$ cat src/rtl/uart_tx_engine.sv
// uart_tx_engine: captures a byte plus framing configuration on a load strobe,
// serialises an 11-bit frame (start, 7/8 data bits, optional parity, stop)
// on tx, LSB first, and pulses tx_done for one cycle at the end of the frame.
// Optional feature macro: UART_TX_PARITY_EN (parity generation). When the
// macro is undefined, pen/ohel are ignored and frames are built as if pen=0.
module uart_tx_engine #(
    parameter int CLK_HZ = 100000000
) (
    input  logic       clk,
    input  logic       rst,
    input  logic       load,
    input  logic [7:0] din,
    input  logic       eight,
    input  logic       pen,
    input  logic       ohel,
    input  logic [3:0] baud_sel,
    output logic       tx,
    output logic       tx_busy,
    output logic       tx_done
);

    typedef enum logic {
        IDLE  = 1'b0,
        SHIFT = 1'b1
    } state_t;

    // Nearest-integer clock divisor for a given baud rate.
    function automatic logic [19:0] round_div(input int rate);
        longint q;
        q = (longint'(CLK_HZ) + longint'(rate / 2)) / longint'(rate);
        return q[19:0];
    endfunction

    localparam logic [19:0] K_300    = round_div(300);
    localparam logic [19:0] K_1200   = round_div(1200);
    localparam logic [19:0] K_2400   = round_div(2400);
    localparam logic [19:0] K_4800   = round_div(4800);
    localparam logic [19:0] K_9600   = round_div(9600);
    localparam logic [19:0] K_19200  = round_div(19200);
    localparam logic [19:0] K_38400  = round_div(38400);
    localparam logic [19:0] K_57600  = round_div(57600);
    localparam logic [19:0] K_115200 = round_div(115200);
    localparam logic [19:0] K_230400 = round_div(230400);
    localparam logic [19:0] K_460800 = round_div(460800);
    localparam logic [19:0] K_921600 = round_div(921600);

    // Rate index to divisor; indexes above 11 saturate to the fastest rate.
    function automatic logic [19:0] baud_div(input logic [3:0] sel);
        case (sel)
            4'd0:    return K_300;
            4'd1:    return K_1200;
            4'd2:    return K_2400;
            4'd3:    return K_4800;
            4'd4:    return K_9600;
            4'd5:    return K_19200;
            4'd6:    return K_38400;
            4'd7:    return K_57600;
            4'd8:    return K_115200;
            4'd9:    return K_230400;
            4'd10:   return K_460800;
            default: return K_921600;
        endcase
    endfunction

    state_t      state, state_nx;
    logic [19:0] div_q, div_nx;
    logic [19:0] cnt_q, cnt_nx;
    logic [3:0]  bit_q, bit_nx;
    logic [9:0]  frame_q, frame_nx;   // frame bits 1..10; the start bit goes straight to tx
    logic        tx_q, tx_nx;
    logic        done_q, done_nx;

    logic        pen_eff;
    logic        par_bit;
    logic [9:0]  frame_body;

`ifdef UART_TX_PARITY_EN
    // Parity over the active data bits; odd parity inverts the even result.
    always_comb begin
        pen_eff = pen;
        par_bit = (^(eight ? din : {1'b0, din[6:0]})) ^ ohel;
    end
`else
    logic unused_cfg;
    assign unused_cfg = &{pen, ohel};

    // Parity disabled: every frame is built as if pen=0.
    always_comb begin
        pen_eff = 1'b0;
        par_bit = 1'b1;
    end
`endif

    // Assemble frame bits 1..10 from the inputs presented with load.
    always_comb begin
        if (eight)
            frame_body = {1'b1, (pen_eff ? par_bit : 1'b1), din};
        else
            frame_body = {2'b11, (pen_eff ? par_bit : 1'b1), din[6:0]};
    end

    // Next-state logic: accept a load in IDLE, time each bit for k clocks in SHIFT.
    always_comb begin
        state_nx = state;
        div_nx   = div_q;
        cnt_nx   = cnt_q;
        bit_nx   = bit_q;
        frame_nx = frame_q;
        tx_nx    = tx_q;
        done_nx  = 1'b0;
        case (state)
            IDLE: begin
                tx_nx = 1'b1;
                if (load) begin
                    state_nx = SHIFT;
                    frame_nx = frame_body;
                    tx_nx    = 1'b0;
                    div_nx   = baud_div(baud_sel);
                    cnt_nx   = 20'd0;
                    bit_nx   = 4'd0;
                end
            end
            SHIFT: begin
                if (cnt_q == div_q - 20'd1) begin
                    cnt_nx = 20'd0;
                    if (bit_q == 4'd10) begin
                        state_nx = IDLE;
                        done_nx  = 1'b1;
                        tx_nx    = 1'b1;
                        frame_nx = '1;
                        bit_nx   = 4'd0;
                    end else begin
                        bit_nx   = bit_q + 4'd1;
                        tx_nx    = frame_q[0];
                        frame_nx = {1'b1, frame_q[9:1]};
                    end
                end else begin
                    cnt_nx = cnt_q + 20'd1;
                end
            end
        endcase
    end

    // State and datapath registers; reset forces the line idle at once.
    always_ff @(posedge clk or posedge rst) begin
        if (rst) begin
            state   <= IDLE;
            div_q   <= 20'd0;
            cnt_q   <= 20'd0;
            bit_q   <= 4'd0;
            frame_q <= '1;
            tx_q    <= 1'b1;
            done_q  <= 1'b0;
        end else begin
            state   <= state_nx;
            div_q   <= div_nx;
            cnt_q   <= cnt_nx;
            bit_q   <= bit_nx;
            frame_q <= frame_nx;
            tx_q    <= tx_nx;
            done_q  <= done_nx;
        end
    end

    assign tx      = tx_q;
    assign tx_busy = (state == SHIFT);
    assign tx_done = done_q;

endmodule

$ cat config.mk
export PLATFORM = sky130hd
export DESIGN_NAME = uart_tx_engine
export DESIGN_NICKNAME = d
export VERILOG_FILES = /design/src/rtl/uart_tx_engine.sv
export SDC_FILE = /design/constraint.sdc
export NUM_CORES = 1
export LEC_CHECK = 0
export ABC_CLOCK_PERIOD_IN_PS = 3100
export CORE_MARGIN = 1
export CORE_UTILIZATION = 50
export CTS_CLUSTER_DIAMETER = 50
export DETAILED_ROUTE_END_ITERATION = 6
export MAX_ROUTING_LAYER = met4
export PLACE_DENSITY = 0.8
export SKIP_LAST_GASP = 1
export SLEW_MARGIN = 25
export SYNTH_ARGS = -nofsm -noshare
export SYNTH_HDL_FRONTEND = slang
export SYNTH_SLANG_ARGS = --single-unit
$ cat constraint.sdc
create_clock -name clk -period 3.1 [get_ports clk]
set_input_delay 0.775 -clock clk [delete_from_list [all_inputs] [get_ports clk]]
set_output_delay 0.775 -clock clk [all_outputs]
set_load 0.03 [all_outputs]
======== Word level (Yosys, flattened, before mapping) ========
Memory sizes are Yosys's and may differ from the RTL's. A register that Yosys moved wholly into a read port is not among the register bits.
Index checks and enable logic that the tools add are counted.
operators by class
  muxes and demuxes ....................... 23
  add/sub/neg operators ................... 3
  equality and inequality tests ........... 4
  reductions and logical operators ........ 2
  bitwise logic cells ..................... 1
operators with widths
  operator                                             count
  two-way mux 20 bit                                   2
  one-hot mux 20 bit (2 select lines)                  1
  adder 20 x 1 -> 20 bit (second input constant)       1
  == test 20 bit                                       1
  two-way mux 10 bit                                   2
  one-hot mux 10 bit (2 select lines)                  1
  subtractor 20 x 1 -> 20 bit (second input constant)  1
  two-way mux 4 bit                                    3
  two-way mux 1 bit                                    9
  two-way mux 9 bit                                    1
  two-way mux 8 bit                                    1
  one-hot mux 4 bit (2 select lines)                   1
  adder 4 x 1 -> 4 bit (second input constant)         1
  == test 4 bit (second input constant)                1
  one-hot mux 1 bit (2 select lines)                   2
  AND reduction 2 bit                                  2
  != test 2 x 1 -> 1 bit (second input constant)       1
  != test 2 bit (second input constant)                1
  inverter 1 bit                                       1
word-level totals
  bits of input ports ..................... 18
  register bits ........................... 57
  memories ................................ 1
  ROM bits ................................ 288
  word-level logic and storage cells ...... 41
  output and inout bits ................... 3
memories
  name             depth  width  read ports  clocked after Yosys merged registers in  wr ports  line  text
  (no name shown)  16     18     1           1                                        0         49    case (sel)

======== Depth between registers and ports, before layout ========
  depth after elaboration ................. 4
  depth in mapped cells ................... 12
  mapped depth without buffers ............ 10

======== Worst setup path before layout ========
No wires, ideal clock.
  path kind ............................... reg-to-reg
  start ................................... reg div_q[0]
  end ..................................... reg frame_q[0]
  cell stages (with the launch flop) ...... 12
  library setup time ...................... 0.082 ns
  data arrival time ....................... 2.752 ns
  buffers on the path ..................... 3
  path slack .............................. 0.266 ns
  cell sequence ........................... dfrtp_1 -> buf_6 -> or4_4 -> buf_6 -> nor4_4 -> a31oi_1 -> nor4_1 -> and4_4 -> nand4_4 -> nand2_4 -> buf_12 -> mux2_4
on the way
  word-level cells in the longest chain between the ends .. 4
RTL lines
  what                              line  text
  start: declaration                66    logic [19:0] div_q, div_nx;
  subtractor 20 x 1 -> 20 bit       124   if (cnt_q == div_q - 20'd1) begin
  == test 20 bit                    124
  != test 2 x 1 -> 1 bit (no line)  --
  AND reduction 2 bit (no line)     --
  end signal: assignment            159   frame_q <= frame_nx;
  end: declaration                  69    logic [9:0] frame_q, frame_nx;
No other way between the ends.
A chain may end at the register's enable or synchronous reset.

======== Final worst setup path ========
  start ................................... reg div_q[1]
  end ..................................... reg cnt_q[19]
on the way
  word-level cells in the longest chain between the ends .. 4
RTL lines
  what                                 line  text
  subtractor 20 x 1 -> 20 bit          124
  == test 20 bit                       124
  two-way mux 20 bit                   124
  one-hot mux 20 bit (2 select lines)  111   case (state)
  end signal: assignment               157   cnt_q <= cnt_nx;
  end: declaration                     67    logic [19:0] cnt_q, cnt_nx;
No other way between the ends.

==> metrics.txt <==
RSZ-0062 raised after global routing=no; critical path arrival=3.11 ns; buffer depth of the longest clock path=2; num rows=31; Mapped Nets=460; max-cap violations=0; share of layout cells above drive strength 1=13.3%; critical path launch point type=flop; Synth Register Bits=53; Post-Synth Adder-Cell Area=3.03%; Placeable Area=0.00721 mm^2; Worst EP required=3.30 ns; die width=88.2 um; largest family of logic cells by synthesized area=simple AND/OR/NAND/NOR gates; Routed wire per std cell=14.9 um; vias per inst=5.84; TNS Setup=0 ns; post-route ant nets=0; clk_lat worst skew=0.31 ns; GP Congestion=0.942; min Tclk post-route=2.91 ns; initial antenna violation count=0; asr flop ratio synth=100%; 1st-pass router iterations=4; number of fill cells in the layout=652; Port Buf Inserts=18; cells after synthesis=433; vias in the first global route=2,949; WP depth=10; yosys warns=0; crit-path max cell delay=0.52 ns; sequential-to-total area share from yosys stat=36.0%; slew margin rel.=59.7%; Clock Power Share=23.3%; Final Setup Violations=0; Synth Flop Type=dfrtp_1; H-tree Lvls=2; final core utilization=57.8%; f_max=343 MHz; XOR/XNOR share of the synthesized area=6.50%; pin count of the biggest net entering global routing=32; Initial Util=51.5%; CP max stage cell=or3b_2; crit share post-route=94.0%; total setup buffers inserted after CTS=0; multi-input logic area=0.00219 mm^2; Final Skew=0.00716 ns; Psw=0.702 mW; post-synthesis compound-gate area fraction=18.1%; Leak Pwr=1.79 nW; first-pass GRT wire length=13.7 mm; worst min-delay path category=flop to flop; area grow syn2layout=12.2%; Comb pwr share=30.7%; crit-path cells=inv_1, ha_1, or3b_2, nor3_1, a21oi_1, nor4b_2, and4_4, a31oi_4, and3_1, a211o_1; PwrDens=490 mW/mm^2; gr usage total=23.3%; Die ar.=0.00778 mm^2; Sequential Power Share=46.0%; Crit path max-delay family=simple AND/OR/NAND/NOR gates; # hold bufs at CTS=0; total vias in the final route=3,219; critical path buffer and inverter count=1; TritonCTS Buffers=5; TritonCTS clock tree=yes; Worst Setup Path Type=flop to flop; Sink Count=53; Hold Path Depth=2; ANT cells=0; post-synthesis mux area share=3.81%; Switching Fraction=34.4%; Post-synth EDFFs=0; die height=88.2 um; NumNets Final=478; final WL=8.19 mm; internal power=1.34 mW; most frequent cells in the layout=nor2_1 (43), nand2_1 (43), dfrtp_1 (43), a21oi_1 (26), o21ai_0 (21); Starting DRT DRC Count=153; gr ovfl total=0; simple-gate share of the synthesized area=27.0%; peak supply drop=0.000257 V; Unique masters post-synth=62; Max Slew Vio Count=0; total area of sequential cells=0.00134 mm^2; Post-route DRC=0; CP max FO=15; CP Capture Type=flop; status=finished clean; IO Pins=21; actual slew at the worst max-slew pin=0.603 ns; Post-DP HPWL=6.33 mm; root buffer cell=clkbuf_8; final hold violation count=0; clock-pin slew on the worst setup and hold paths=0.10 ns; Synth Cell Area=0.00371 mm^2; reg2reg path depth=10; Post-Syn Area per Cell=8.58 um^2
## worst paths after layout
| check | startpoint | endpoint | slack, ns |
|---|---|---|---|
| min in group asynchronous | rst | div_q[18] | 0.85 |
| worst min-delay path | frame_q[7] | frame_q[7] | 0.51 |
| max in group asynchronous | rst | frame_q[0] | 1.57 |
| worst max register to register | div_q[1] | cnt_q[19] | 0.19 |
| worst max-delay path | div_q[1] | cnt_q[19] | 0.19 |
| worst min register to register | frame_q[7] | frame_q[7] | 0.51 |
## sequential cells by signal, summed over array words and instances, names as in the netlist
| signal | cells |
|---|---|
| cnt_q | 20 |
| div_q | 18 |
| frame_q | 8 |
| bit_q | 4 |
| tx | 1 |
| tx_busy | 1 |
| tx_done | 1 |
## power groups by stage
stage | clock network [mW] | logic (mW) | registers [mW]
floorplan | 0 | 0.490 | 0.896
global placement | 0 | 0.594 | 0.946
detailed placement | 0 | 0.612 | 0.952
CTS | 0.490 | 0.616 | 0.939
global route | 0.521 | 0.696 | 0.960
finish | 0.475 | 0.627 | 0.941
## layout make-up
| cell class | count | area share (%) |
|---|---|---|
| inverters | 18 | 1.62 |
| clock inverters | 3 | 1.11 |
| flip-flops and latches | 53 | 32.1 |
| clock buffers | 5 | 1.65 |
| multi-input cells | 335 | 52.6 |
| well taps | 99 | 2.97 |
| repair buffers | 38 | 7.93 |
## cells in the mapped netlist, types with 6 or more instances
library cell / instances / share of area [%]
nand3_1: 20 / 2.7
xor2_1: 12 / 2.8
dfstp_2: 9 / 6.4
xnor2_1: 13 / 3.1
nand2_1: 43 / 4.3
a31oi_1: 11 / 1.9
inv_1: 18 / 1.8
dfrtp_1: 44 / 30
a21oi_1: 26 / 3.5
o21ai_0: 21 / 2.8
a22o_1: 9 / 2.1
and3_1: 12 / 2.0
o31ai_1: 8 / 1.6
ha_1: 9 / 3.0
mux2_4: 6 / 2.4
nor3_1: 13 / 1.8
o22ai_1: 7 / 1.2
nor2_1: 43 / 4.3
clkbuf_1: 21 / 2.1
## stage by stage
stage	cells	total power, mW	setup slack [ns]	hold WS (ns)	cell area [um^2]
finish	551	2.04	0.187	0.512	4170
global route	551	2.18	0.0174	0.536	4170
floorplan	433	1.39	0.266	0.465	3710
global placement	543	1.54	0.155	0.481	4030
detailed placement	543	1.56	0.0869	0.494	4030
CTS	551	2.04	0.0712	0.513	4150
## per-layer routing
| layer | wire length, um | GRT usage [%] |
|---|---|---|
| met5 | 0 | - |
| met4 | 116 | 6.74 |
| met3 | 292 | 3.86 |
| met2 | 3990 | 36.4 |
| met1 | 3790 | 31.1 |
## cell families after synthesis
group	count (synthesis)
xor+xnor	26
flops	53
buf+inv	45
simple gates	185
mux	11
fa+ha+maj	9
compound gates	104
## timing repair
item                       4_1_cts  5_1_grt
hold endpoints to repair         0        0
resized for setup                0        4
setup endpoints to repair        0       26
## worst min-delay path, cell delays in order (launching register included)
cell     delay (ns)
dfstp_2        0.37
inv_1          0.06
a31oi_1        0.08
No activity file was read; power rests on OpenSTA's default activity.
